[config.mk]
export PLATFORM = sky130hd
export DESIGN_NAME = dsp_addsub_pipe_flat
export DESIGN_NICKNAME = d
export VERILOG_FILES = /design/src/rtl/dsp_addsub_pipe_if.sv /design/src/rtl/dsp_addsub_pipe.sv /design/src/flat_wrapper.sv
export SDC_FILE = /design/constraint.sdc
export NUM_CORES = 1
export LEC_CHECK = 0
export BUFFER_PORTS_ARGS = -buffer_cell sky130_fd_sc_hd__buf_2
export CAP_MARGIN = 15
export CORE_MARGIN = 1
export CORE_UTILIZATION = 25
export CTS_CLUSTER_DIAMETER = 60
export DETAILED_ROUTE_END_ITERATION = 8
export GPL_TIMING_DRIVEN = 0
export PLACE_DENSITY = 0.46
export SYNTH_ARGS = -nofsm -noshare
export SYNTH_HDL_FRONTEND = slang
export SYNTH_SLANG_ARGS = --single-unit
[constraint.sdc]
create_clock -name clk -period 2.4 [get_ports clk]
set_input_delay 0.24 -clock clk [delete_from_list [all_inputs] [get_ports clk]]
set_output_delay 0.24 -clock clk [all_outputs]
set_load 0.01 [all_outputs]
[src/rtl/dsp_addsub_pipe_if.sv]
// Operand/result handshake bundle for dsp_addsub_pipe.
// The master side offers operands and consumes results; the slave side is the adder.
interface dsp_addsub_pipe_if #(
    parameter int unsigned WIDTH = 32
);
    logic             in_valid;
    logic             in_ready;
    logic [WIDTH-1:0] a;
    logic [WIDTH-1:0] b;
    logic             sub;
    logic             sat;
    logic             out_valid;
    logic             out_ready;
    logic [WIDTH-1:0] result;
    logic             carry_out;
    logic             overflow;
    logic             zero;

    modport master (
        output in_valid,
        output a,
        output b,
        output sub,
        output sat,
        output out_ready,
        input  in_ready,
        input  out_valid,
        input  result,
        input  carry_out,
        input  overflow,
        input  zero
    );

    modport slave (
        input  in_valid,
        input  a,
        input  b,
        input  sub,
        input  sat,
        input  out_ready,
        output in_ready,
        output out_valid,
        output result,
        output carry_out,
        output overflow,
        output zero
    );
endinterface

[src/rtl/dsp_addsub_pipe.sv]
// Pipelined add/subtract unit: one SLICE-bit slice resolved per stage with a registered
// carry, optional signed saturation, and a stall-all valid/ready handshake.
module dsp_addsub_pipe #(
    parameter int unsigned WIDTH = 32,
    parameter int unsigned SLICE = 16
) (
    input logic              clk,
    input logic              rst_n,
    dsp_addsub_pipe_if.slave bus
);

    // Fallback keeps the arrays legal while the elaboration error below fires.
    localparam int unsigned NSTG = ((WIDTH >= SLICE) && ((WIDTH % SLICE) == 0)) ?
                                   (WIDTH / SLICE) : 1;

    if (((WIDTH % SLICE) != 0) || (WIDTH < SLICE)) begin : g_param_err
        $error("dsp_addsub_pipe: WIDTH must be a non-zero multiple of SLICE");
    end

    // Rank k holds a beat whose slices below k are already summed into sum_q[k].
    logic [NSTG-1:0]  vld_q, vld_d;
    logic [NSTG-1:0]  cy_q, cy_d;
    logic [NSTG-1:0]  sat_q, sat_d;
    logic [WIDTH-1:0] a_q   [NSTG];
    logic [WIDTH-1:0] a_d   [NSTG];
    logic [WIDTH-1:0] bx_q  [NSTG];
    logic [WIDTH-1:0] bx_d  [NSTG];
    logic [WIDTH-1:0] sum_q [NSTG];
    logic [WIDTH-1:0] sum_d [NSTG];
    logic [SLICE:0]   sl    [NSTG];

    logic             out_valid_q, out_valid_d;
    logic [WIDTH-1:0] result_q, result_d;
    logic             carry_out_q, carry_out_d;
    logic             overflow_q, overflow_d;
    logic             zero_q, zero_d;

    logic             adv;
    logic [WIDTH-1:0] fin_sum;
    logic [WIDTH-1:0] fin_res;
    logic             fin_cy;
    logic             fin_ovf;

    assign adv = !out_valid_q || bus.out_ready;

    always_comb begin
        for (int k = 0; k < NSTG; k++) begin
            sl[k] = {1'b0, a_q[k][k*SLICE +: SLICE]} + {1'b0, bx_q[k][k*SLICE +: SLICE]} +
                    {{SLICE{1'b0}}, cy_q[k]};
        end
    end

    // Last rank: merge the top slice, then derive flags from the unsaturated sum.
    always_comb begin
        fin_sum = sum_q[NSTG-1];
        fin_sum[(NSTG-1)*SLICE +: SLICE] = sl[NSTG-1][SLICE-1:0];
        fin_cy  = sl[NSTG-1][SLICE];
        fin_ovf = (a_q[NSTG-1][WIDTH-1] == bx_q[NSTG-1][WIDTH-1]) &&
                  (fin_sum[WIDTH-1] != a_q[NSTG-1][WIDTH-1]);
        fin_res = fin_sum;
        if (sat_q[NSTG-1] && fin_ovf) begin
            fin_res = a_q[NSTG-1][WIDTH-1] ? {1'b1, {(WIDTH-1){1'b0}}} :
                                             {1'b0, {(WIDTH-1){1'b1}}};
        end
    end

    always_comb begin
        vld_d       = vld_q;
        cy_d        = cy_q;
        sat_d       = sat_q;
        a_d         = a_q;
        bx_d        = bx_q;
        sum_d       = sum_q;
        out_valid_d = out_valid_q;
        result_d    = result_q;
        carry_out_d = carry_out_q;
        overflow_d  = overflow_q;
        zero_d      = zero_q;

        if (adv) begin
            vld_d[0] = bus.in_valid;
            a_d[0]   = bus.a;
            bx_d[0]  = bus.sub ? ~bus.b : bus.b;
            sum_d[0] = '0;
            cy_d[0]  = bus.sub;
            sat_d[0] = bus.sat;

            for (int k = 1; k < NSTG; k++) begin
                vld_d[k] = vld_q[k-1];
                a_d[k]   = a_q[k-1];
                bx_d[k]  = bx_q[k-1];
                sum_d[k] = sum_q[k-1];
                sum_d[k][(k-1)*SLICE +: SLICE] = sl[k-1][SLICE-1:0];
                cy_d[k]  = sl[k-1][SLICE];
                sat_d[k] = sat_q[k-1];
            end

            out_valid_d = vld_q[NSTG-1];
            result_d    = fin_res;
            carry_out_d = fin_cy;
            overflow_d  = fin_ovf;
            zero_d      = (fin_res == '0);
        end
    end

    always_ff @(posedge clk or negedge rst_n) begin
        if (!rst_n) begin
            vld_q       <= '0;
            cy_q        <= '0;
            sat_q       <= '0;
            for (int k = 0; k < NSTG; k++) begin
                a_q[k]   <= '0;
                bx_q[k]  <= '0;
                sum_q[k] <= '0;
            end
            out_valid_q <= 1'b0;
            result_q    <= '0;
            carry_out_q <= 1'b0;
            overflow_q  <= 1'b0;
            zero_q      <= 1'b0;
        end else begin
            vld_q       <= vld_d;
            cy_q        <= cy_d;
            sat_q       <= sat_d;
            a_q         <= a_d;
            bx_q        <= bx_d;
            sum_q       <= sum_d;
            out_valid_q <= out_valid_d;
            result_q    <= result_d;
            carry_out_q <= carry_out_d;
            overflow_q  <= overflow_d;
            zero_q      <= zero_d;
        end
    end

    assign bus.in_ready  = adv;
    assign bus.out_valid = out_valid_q;
    assign bus.result    = result_q;
    assign bus.carry_out = carry_out_q;
    assign bus.overflow  = overflow_q;
    assign bus.zero      = zero_q;

endmodule

[src/flat_wrapper.sv]
// flat-port wrapper written by rule: the top's interface ports become plain ports
module dsp_addsub_pipe_flat 
#(
    parameter int unsigned WIDTH = 32,
    parameter int unsigned SLICE = 16
)
  (clk, rst_n, bus_in_valid, bus_a, bus_b, bus_sub, bus_sat, bus_out_ready, bus_in_ready, bus_out_valid, bus_result, bus_carry_out, bus_overflow, bus_zero);
  dsp_addsub_pipe_if #(.WIDTH(WIDTH)) bus_i ();
  input logic clk;
  input logic rst_n;
  input wire logic [$bits(bus_i.in_valid)-1:0] bus_in_valid;
  input wire logic [$bits(bus_i.a)-1:0] bus_a;
  input wire logic [$bits(bus_i.b)-1:0] bus_b;
  input wire logic [$bits(bus_i.sub)-1:0] bus_sub;
  input wire logic [$bits(bus_i.sat)-1:0] bus_sat;
  input wire logic [$bits(bus_i.out_ready)-1:0] bus_out_ready;
  output wire logic [$bits(bus_i.in_ready)-1:0] bus_in_ready;
  output wire logic [$bits(bus_i.out_valid)-1:0] bus_out_valid;
  output wire logic [$bits(bus_i.result)-1:0] bus_result;
  output wire logic [$bits(bus_i.carry_out)-1:0] bus_carry_out;
  output wire logic [$bits(bus_i.overflow)-1:0] bus_overflow;
  output wire logic [$bits(bus_i.zero)-1:0] bus_zero;
  assign bus_i.in_valid = bus_in_valid;
  assign bus_i.a = bus_a;
  assign bus_i.b = bus_b;
  assign bus_i.sub = bus_sub;
  assign bus_i.sat = bus_sat;
  assign bus_i.out_ready = bus_out_ready;
  assign bus_in_ready = bus_i.in_ready;
  assign bus_out_valid = bus_i.out_valid;
  assign bus_result = bus_i.result;
  assign bus_carry_out = bus_i.carry_out;
  assign bus_overflow = bus_i.overflow;
  assign bus_zero = bus_i.zero;
  dsp_addsub_pipe #(.WIDTH(WIDTH), .SLICE(SLICE)) u_core (.clk(clk), .rst_n(rst_n), .bus(bus_i));
endmodule
==> flow_summary.yaml, run 1 <==
cells_and_area:
  antenna-diode-count: 0
  layout.cells.most_common: "sky130_fd_sc_hd__nand2_1"
  layout.cells.most_common_list: "sky130_fd_sc_hd__nand2_1 (279), sky130_fd_sc_hd__dfrtp_1 (154), sky130_fd_sc_hd__buf_2 (106), sky130_fd_sc_hd__o21ai_0 (47), sky130_fd_sc_hd__xnor2_1 (38)"
  area.growth.synth_to_final_pct: 35.2
  post-route-util: 0.348
  drive_above_1_share: 0.256
  finalNetCount: 1139
placement:
  dp_hpwl_um: 16600
  place_congestion: 0.843
  buffer_ports.inserted: 105
critical_path:
  crit_arrival_ps: 3100
  setup.worst_path.start_class: "flop"
  timing.setup.critical_path_class: "flop to flop"
  regToRegSetupSlack_ps: -360
  timing.critical_path.to_type: "flop"
  timing.critical_path.fanout_max: 6
  cp.required_ps: 2730
route:
  route.detailed.vias_per_inst: 4.45
  detail_route.wirelength_um: 22400
  route.antenna.remaining_nets: 0
  drt-wirelength-per-cell_um: 15.6
  post-route-drc-count: 0
  route.vias.total: 6404
  detail_route.iter0.violations: 263
  dr.pass1.iters: 4
power_and_ir_drop:
  power_density_nw_per_um2: 1390
  vdd.ir_drop.worst_v: 0.000580
  leakagePower_nw: 4.79
clocking:
  cts_num_sinks: 154
  cts-htree-levels: 4
  cts_buffers: 17
  path_clk_slew_ps: 70
  cts_root_buffer: "sky130_fd_sc_hd__clkbuf_16"
  tritoncts_clock_tree: "yes"
  maximum_root_to_sink_buffer_count: 2
  worstSkewPairLatency_ps: 440
floorplanning:
  floorplan.core_area_um2: 30000
  die_height_um: 178
  pin_count: 107
  die-area_um2: 31500
  die_w_um: 178
  initial_core_util: 0.257
  placement_rows: 63
sta:
  pins_over_slew_limit: 0
  slew_headroom: 0.514
  finalCriticalPeriod_ps: 2760
  worst_clock_skew_ps: 18.2
  max_slew.worst_pin.slew_ps: 729
  hold_viol: 0
  setup_tns_ps: -8840
  setup_viol: 38
  fin_crit_sh: 1.15
  grt_setup_unrepaired: "yes"
  timing.final.ws_setup_ps: -363
  max_clock_freq_ghz: 0.362
synthesis:
  ys.flop_type: "sky130_fd_sc_hd__dfrtp_1"
  yosys.area_share.adder: 0.0591
  synthMuxAreaShare: 0.00276
  synthesis.nets: 962
  synth_enable_flop_cells: 0
  synth_top_area_share: 0.500
  syn-instance-count: 858
  simple_gate_fraction_of_synth_area: 0.205
  ys.warnings.count: 0
  synth.yosys.seq_area_share: 0.500
  synthDominantAreaCellType: "sky130_fd_sc_hd__dfrtp_1"
  synth_area_leaders: "sky130_fd_sc_hd__dfrtp_1 (50%), sky130_fd_sc_hd__nand2_1 (14%), sky130_fd_sc_hd__ha_1 (4.9%), sky130_fd_sc_hd__o21ai_0 (4.7%), sky130_fd_sc_hd__xnor2_1 (4.7%)"
  syn_area_per_cell_um2: 8.98
  synth_xor_area_frac: 0.0638
  yosys_cell_types: 58
  synth-seq-cells: 154
  share_of_flip_flops_with_an_asynchronous_set_or_reset_after_synthesis: 1.00
  synth-compound-area-share: 0.138
  netlist_area_pre_place_um2: 7700
  synth_top_family_by_area: "simple AND/OR/NAND/NOR gates"
worst_hold_path:
  hold_path_class: "primary input to flop"
grt:
  grt_start_max_net_pins: 83
  grt_remaining_overflow: 0
  wire_length_of_the_first_global_routing_pass_um: 35400
  number_of_global_route_vias_before_repair: 6371
  grt_use_total: 0.148
  grt_antenna_before_repair: 0
status:
  outcome: "finished with violations"
  failed_checks: "negative setup slack"
run:
  drv.max_cap_violation_count: 0
[stage by stage]
step	setup WS (ps)	instance area, um^2	hold WS (ps)	instances	power, W
detailed placement	-474	8770	245	1354	0.0101
finish	-363	10400	14.0	1438	0.0145
global route	-462	10400	10.5	1438	0.0156
global placement	-1420	8730	437	1353	0.0100
floorplan	1.26	7710	-55.6	858	0.00815
CTS	-259	9960	2.81	1423	0.0136
[power breakdown]
part	total [W]	internal [W]	switching, W
combinational	0.00756	0.00338	0.00418
clock	0.00261	0.00140	0.00122
sequential	0.00430	0.00358	0.000722
[worst max-delay path, cell delays in order, from the launching register on]
cell and delay [ps]:
sky130_fd_sc_hd__dfrtp_1 430, sky130_fd_sc_hd__fa_2 400, sky130_fd_sc_hd__a211oi_2 280, sky130_fd_sc_hd__o211ai_2 140, sky130_fd_sc_hd__a41oi_4 350, sky130_fd_sc_hd__o31a_4 240
sky130_fd_sc_hd__xnor2_4 160, sky130_fd_sc_hd__nand2_4 150, sky130_fd_sc_hd__or3_4 410, sky130_fd_sc_hd__o311ai_2 80
[layout make-up]
cell class              instances  area [um^2]
fillers                      3169        19500
multi-input cells             645         4130
flip-flops and latches        154         3850
repair buffers                158         1100
well taps                     390          488
clock buffers                  18          439
plain buffers                  43          224
clock inverters                14          126
inverters                      16         60.1
[routing by layer]
layer	track usage	vias to the layer above	wire length (um)
met1	0.205	3057	11000
met3	0.0289	16	851
met4	0.0442	0	289
met2	0.230	108	10300
li1	-	3223	-
met5	0	-	0
[path summary, 6_finish.rpt]
path / from / endpoint / depth (start not counted)
min in group asynchronous: rst_n / u_core.a_q[38] / 2
max: u_core.a_q[16] / u_core.bus.result[25] / 9
max reg2reg: u_core.a_q[16] / u_core.bus.result[25] / 9
min: bus_a[4] / u_core.a_q[36] / 3
min reg2reg: u_core.vld_q[0] / u_core.vld_q[1] / 2
max in group asynchronous: rst_n / u_core.bx_q[34] / 3
[cell families (layout without fill, tap and decap cells)]
kind of cell | after synthesis | in the layout
adders and majority gates | 34 | 34
xor gates and xnor gates | 54 | 54
AOI/OAI and AO/OA | 179 | 179
buffers and inverters | 59 | 249
DFF | 154 | 154
and+or+nand+nor | 376 | 376
muxes | 2 | 2
[cell usage after synthesis, drive strengths merged (5+ instances only)]
cell type / instances
clkbuf: 33
o211ai: 5
nand2: 282
a21oi: 58
buf: 10
o21ai: 76
a21o: 10
nor2: 33
or3: 7
inv: 16
nor3: 8
dfrtp: 154
nand3: 11
xnor2: 42
o21a: 5
nand2b: 6
ha: 30
xor2: 12
[timing repair]
| action | CTS | global route |
|---|---|---|
| hold buffers | 22 | 0 |
| pin swaps | 28 | 45 |
| hold endpoints to repair | 93 | 0 |
| endpoints found under the setup margin | 116 | 49 |
| gates resized for setup | 67 | 78 |
| cloned | 1 | 3 |
| buffers inserted | 14 | 13 |
[flip-flops by register name, summed over array words and instances (netlist names)]
register	count
u_core.bus.zero	1
u_core.bx_q	48
u_core.bus.result	32
u_core.bus.overflow	1
u_core.sat_q	2
u_core.cy_q	2
u_core.bus.out_valid	1
u_core.a_q	48
u_core.fin_sum	16
u_core.bus.carry_out	1
u_core.vld_q	2
(Power assumes the default switching activity.)
==> run 2: changes to the inputs <==
--- a/config.mk
+++ b/config.mk
@@ -11,8 +11,8 @@
 export CORE_UTILIZATION = 25
 export CTS_CLUSTER_DIAMETER = 60
 export DETAILED_ROUTE_END_ITERATION = 8
-export GPL_TIMING_DRIVEN = 0
 export PLACE_DENSITY = 0.46
+export SKIP_LAST_GASP = 1
 export SYNTH_ARGS = -nofsm -noshare
 export SYNTH_HDL_FRONTEND = slang
 export SYNTH_SLANG_ARGS = --single-unit
==> run 2 against run 1 <==
  * The run still ends with negative setup slack left
  * Core utilization down 1.0 points
  * Maximum frequency up 7.2%
  * Worst setup slack better by 180 ps
  * Largest cell class unchanged
==> flow_summary.yaml, run 2 (same netlist as run 1, synthesis figures left out) <==
placement:
  place_congestion: 0.824
  buffer_ports.inserted: 106
  placedInstanceArea_um2: 9060
  dp_hpwl_um: 14100
  pre_cts_ws_ps: -252
status:
  failed_checks: "negative setup slack"
  outcome: "finished with violations"
sta:
  setup_viol: 32
  grt_setup_unrepaired: "yes"
  max_clock_freq_ghz: 0.388
  slew_headroom: 0.582
  pins_over_slew_limit: 0
  worst_clock_skew_ps: 14.2
  fin_crit_sh: 1.07
  hold_viol: 0
  finalCriticalPeriod_ps: 2580
  timing.final.ws_setup_ps: -178
  max_slew.worst_pin.slew_ps: 627
floorplanning:
  die_height_um: 178
  floorplan.core_area_um2: 30000
  pin_count: 107
  die-area_um2: 31500
  die_w_um: 178
  placement_rows: 63
  initial_core_util: 0.257
clocking:
  cts_root_buffer: "sky130_fd_sc_hd__clkbuf_16"
  worstSkewPairLatency_ps: 430
  cts_num_sinks: 154
  cts-htree-levels: 4
  maximum_root_to_sink_buffer_count: 2
  cts_buffers: 17
  path_clk_slew_ps: 60
  tritoncts_clock_tree: "yes"
route:
  detail_route.wirelength_um: 19600
  post-route-drc-count: 0
  detail_route.iter0.violations: 294
  route.antenna.remaining_nets: 0
  drt-wirelength-per-cell_um: 13.9
  route.detailed.vias_per_inst: 4.34
  route.vias.total: 6152
  dr.pass1.iters: 7
power_and_ir_drop:
  p_sw_frac: 0.401
  netSwitchingPower_w: 0.00560
  vdd.ir_drop.worst_v: 0.000499
  internal_cell_power_w: 0.00837
  share_seq_of_total_power: 0.303
  combinational_share_of_power: 0.515
  power_density_nw_per_um2: 1380
  pwr-share-clk: 0.182
  leakagePower_nw: 4.76
run:
  drv.max_cap_violation_count: 0
critical_path:
  crit_arrival_ps: 2900
  max_stage_delay_ps: 420
  timing.critical_path.to_type: "flop"
  cp.required_ps: 2720
  slowest_stage: "sky130_fd_sc_hd__fa_2"
  timing.critical_path.fanout_max: 6
  timing.setup.critical_path_class: "flop to flop"
  critical_path_cell_by_cell: "fa_2, a211oi_2, o211ai_2, a41oi_4, o31a_4, xnor2_4, nand2_4, or3_4, o311ai_1"
  setup.worst_path.start_class: "flop"
cells_and_area:
  layout.cells.most_common_list: "sky130_fd_sc_hd__nand2_1 (278), sky130_fd_sc_hd__dfrtp_1 (154), sky130_fd_sc_hd__buf_2 (105), sky130_fd_sc_hd__o21ai_0 (64), sky130_fd_sc_hd__buf_4 (50)"
  finalNetCount: 1117
  antenna-diode-count: 0
  layout.cells.most_common: "sky130_fd_sc_hd__nand2_1"
  drive_above_1_share: 0.255
  area.growth.synth_to_final_pct: 31.1
  postLayoutCellArea_um2: 10100
grt:
  grt_start_max_net_pins: 112
  grt_remaining_overflow: 0
  wire_length_of_the_first_global_routing_pass_um: 32300
  number_of_global_route_vias_before_repair: 6081
  grt_antenna_before_repair: 0
  grt_use_total: 0.131
worst_hold_path:
  hold_path_class: "primary input to flop"
run 2: final cells by class:
type / count / area, um^2
fill: 3177 / 19900
multi-input combinational: 645 / 3900
sequential: 154 / 3850
timing repair buffer: 179 / 1230
tap: 390 / 488
clock buffer: 21 / 470
clock inverter: 11 / 87.6
inverter: 16 / 61.3
run 2: layer usage:
layer | part of all wire | global-route usage | up-vias | wire (um)
li1 | - | - | 3193 | -
met1 | 0.53 | 0.194 | 2861 | 10300
met2 | 0.44 | 0.193 | 87 | 8570
met3 | 0.028 | 0.0251 | 11 | 545
met4 | 0.010 | 0.0370 | 0 | 198
met5 | 0 | 0 | - | 0
run 2: worst max-delay path, delay by kind of cell, from the launching register on:
kind | cells | cell delay (ps)
compound gates | 5 | 970
xor+xnor | 1 | 160
fa+ha+maj | 1 | 420
flops | 1 | 400
simple gates | 2 | 530
run 2: worst paths after layout:
kind	slack, ps	start	cells past startpoint	end
min reg2reg	460	u_core.vld_q[1]	2	u_core.vld_q[1]
min in group asynchronous	380	rst_n	2	u_core.bx_q[40]
max in group asynchronous	1300	rst_n	3	u_core.bus.result[24]
max	-180	u_core.bx_q[16]	9	u_core.bus.result[25]
max reg2reg	-180	u_core.bx_q[16]	9	u_core.bus.result[25]
min	20	bus_a[26]	3	u_core.a_q[58]
run 2: stage by stage:
step                      hold WS [ps]  total power, W  TNS, ps   util  instances
after detailed placement           293          0.0107    -3970  0.302       1364
final                             16.0          0.0140    -3290  0.337       1416
after floorplan                  -55.6         0.00815        0      -        858
after CTS                        0.154          0.0138    -3970  0.332       1411
after global placement             294          0.0107    -2710  0.302       1364
after global routing              11.5          0.0151    -9040  0.337       1416
run 2: power by group through the flow:
stage / Combinational (W) / Sequential (W) / Clock [W]
5_1_grt: 0.00803 / 0.00438 / 0.00273
6_report: 0.00719 / 0.00424 / 0.00254
2_1_floorplan: 0.00395 / 0.00420 / 0
3_3_place_gp: 0.00642 / 0.00427 / 0
3_5_place_dp: 0.00645 / 0.00428 / 0
4_1_cts: 0.00693 / 0.00425 / 0.00262
run 2: what timing repair did:
item | CTS | global route
pin swaps | 28 | 21
gates cloned | 1 | 0
buffers inserted | 3 | 6
hold buffers | 11 | 0
endpoints found under the setup margin | 39 | 44
endpoints found under the hold margin | 73 | 0
resized for setup | 35 | 33
==> run 3: changes to the inputs <==
--- a/config.mk
+++ b/config.mk
@@ -7,6 +7,7 @@
 export LEC_CHECK = 0
 export BUFFER_PORTS_ARGS = -buffer_cell sky130_fd_sc_hd__buf_2
 export CAP_MARGIN = 15
+export CORE_ASPECT_RATIO = 1.1
 export CORE_MARGIN = 1
 export CORE_UTILIZATION = 25
 export CTS_CLUSTER_DIAMETER = 60
==> run 3 against run 2 <==
  * The flow finishes with violations (design-rule violations, negative setup slack)
  * First-iteration DRC count decreased by 16%
  * Sequential power is essentially flat
  * Register-to-register slack got worse by 30 ps
  * Critical path type unchanged
  * Cell count grew 3.2%
==> flow_summary.yaml, run 3 (same netlist as run 1, synthesis figures left out) <==
power_and_ir_drop:
  leakagePower_nw: 4.85
  power_density_nw_per_um2: 1390
  p_sw_frac: 0.400
  internal_cell_power_w: 0.00860
  netSwitchingPower_w: 0.00574
  share_seq_of_total_power: 0.296
  combinational_share_of_power: 0.520
  pwr-share-clk: 0.184
  vdd.ir_drop.worst_v: 0.000660
clocking:
  path_clk_slew_ps: 70
  cts_num_sinks: 154
  worstSkewPairLatency_ps: 430
  cts_buffers: 17
  cts_root_buffer: "sky130_fd_sc_hd__clkbuf_16"
  cts-htree-levels: 4
  tritoncts_clock_tree: "yes"
  maximum_root_to_sink_buffer_count: 2
grt:
  number_of_global_route_vias_before_repair: 6074
  grt_use_total: 0.131
  grt_remaining_overflow: 0
  grt_start_max_net_pins: 199
  grt_antenna_before_repair: 1
  wire_length_of_the_first_global_routing_pass_um: 32100
critical_path:
  timing.setup.critical_path_class: "flop to flop"
  setup.worst_path.start_class: "flop"
  timing.critical_path.fanout_max: 5
  critical_path_cell_by_cell: "fa_2, a211oi_4, o211ai_2, a41oi_4, o31a_4, xnor2_4, buf_4, a221oi_2, o2111ai_1, o21ai_1"
  crit_arrival_ps: 2980
  worstReg2RegEnd: "u_core.bus.zero"
  regToRegSetupSlack_ps: -210
  max_stage_delay_ps: 430
  worst_r2r_path_depth: 10
  cp-startpoint: "u_core.bx_q[16]"
  timing.rr.start: "u_core.bx_q[16]"
  worstSetupEndpoint: "u_core.bus.zero"
  timing.critical_path.to_type: "flop"
  slowest_stage: "sky130_fd_sc_hd__fa_2"
  cp.required_ps: 2760
sta:
  setup_viol: 35
  grt_setup_unrepaired: "yes"
  finalCriticalPeriod_ps: 2610
  setup_tns_ps: -4970
  slew_headroom: 0.428
  worst_clock_skew_ps: 8.94
  fin_crit_sh: 1.09
  timing.final.ws_setup_ps: -211
  hold_viol: 0
  max_clock_freq_ghz: 0.383
  pins_over_slew_limit: 0
  max_slew.worst_pin.slew_ps: 859
route:
  post-route-drc-count: 2
  drt-wirelength-per-cell_um: 13.7
  route.detailed.vias_per_inst: 4.29
  route.vias.total: 6277
  route.antenna.remaining_nets: 0
  detail_route.wirelength_um: 20000
  dr.pass1.iters: 6
  detail_route.iter0.violations: 248
worst_hold_path:
  hold_path_class: "primary input to flop"
  holdCritStartpoint: "bus_a[29]"
cells_and_area:
  post-route-util: 0.339
  antenna-diode-count: 0
  layout.cells.most_common_list: "sky130_fd_sc_hd__nand2_1 (279), sky130_fd_sc_hd__dfrtp_1 (154), sky130_fd_sc_hd__buf_2 (105), sky130_fd_sc_hd__buf_4 (65), sky130_fd_sc_hd__o21ai_0 (63)"
  area.growth.synth_to_final_pct: 34.0
  drive_above_1_share: 0.276
  layout.cells.most_common: "sky130_fd_sc_hd__nand2_1"
  finalNetCount: 1139
placement:
  place_congestion: 0.831
  dp_hpwl_um: 14400
  buffer_ports.inserted: 106
floorplanning:
  die_height_um: 186
  pin_count: 107
  floorplan.core_area_um2: 30400
  placement_rows: 67
  die_w_um: 169
  initial_core_util: 0.253
  die-area_um2: 31500
run:
  drv.max_cap_violation_count: 0
status:
  failed_checks: "design-rule violations, negative setup slack"
  outcome: "finished with violations"
==> run 3: changes by cell type in the layout (fill, tap and decap cells not counted), sizes merged <==
cell and change:
buf +14, bufinv +1, clkbuf -3, clkinv -5
clkinvlp +3, dlygate4sd3 +8, inv +4
==> run 3: worst max-delay path: cells and delay by family (launching register included) <==
kind            cells  cell delay (ps)
compound gates      7             1460
flops               1              400
fa+ha+maj           1              430
xor+xnor            1              110
buf+inv             1              150
==> run 3: layer usage <==
metal  vias up  part of all wire  GRT usage
met1      2952              0.50      0.182
met4         2             0.018     0.0537
met5         -           0.00050          0
li1       3214                 -          -
met3        23             0.028     0.0272
met2        86              0.45      0.198
==> run 3: area by class of cell <==
type,count,area (um^2)
clock buffer,18,429
clock inverter,14,139
fill,3246,20100
inverter,16,61.3
multi-input combinational,645,3950
sequential,154,3850
tap,414,518
timing repair buffer,201,1370
==> run 3: worst min-delay path by stage <==
stage | end | depth (start not counted)
6_report | u_core.a_q[61] | 3
5_1_grt | u_core.a_q[34] | 3
4_1_cts | u_core.a_q[61] | 3
3_5_place_dp | u_core.bus.result[29] | 1
3_3_place_gp | u_core.bus.result[29] | 1
2_1_floorplan | u_core.a_q[16] | 0
==> run 3: metrics by stage <==
stage | worst slack (ps) | instance area, um^2 | instances | hold slack (ps) | power, W
3_3_place_gp | -264 | 9110 | 1396 | 236 | 0.0108
5_1_grt | -357 | 10300 | 1462 | 12.8 | 0.0155
4_1_cts | -162 | 9990 | 1455 | 3.19 | 0.0138
6_report | -211 | 10300 | 1462 | 15.6 | 0.0143
3_5_place_dp | -272 | 9110 | 1396 | 231 | 0.0108
2_1_floorplan | 1.26 | 7710 | 858 | -55.6 | 0.00815
==> run 3: what timing repair did <==
| item | 4_1_cts | 5_1_grt |
|---|---|---|
| resized for setup | 23 | 61 |
| buffers inserted | 8 | 12 |
| pin swaps | 12 | 37 |
| hold buffers | 19 | 0 |
| endpoints found under the setup margin | 37 | 45 |
| hold endpoints to repair | 66 | 0 |
==> run 3: power by group through the flow <==
stage / Clock (W) / Sequential (W) / Combinational [W]
after global routing: 0.00283 / 0.00437 / 0.00832
after global placement: 0 / 0.00426 / 0.00653
final: 0.00264 / 0.00424 / 0.00746
after floorplan: 0 / 0.00420 / 0.00395
after detailed placement: 0 / 0.00427 / 0.00656
after CTS: 0.00272 / 0.00423 / 0.00686
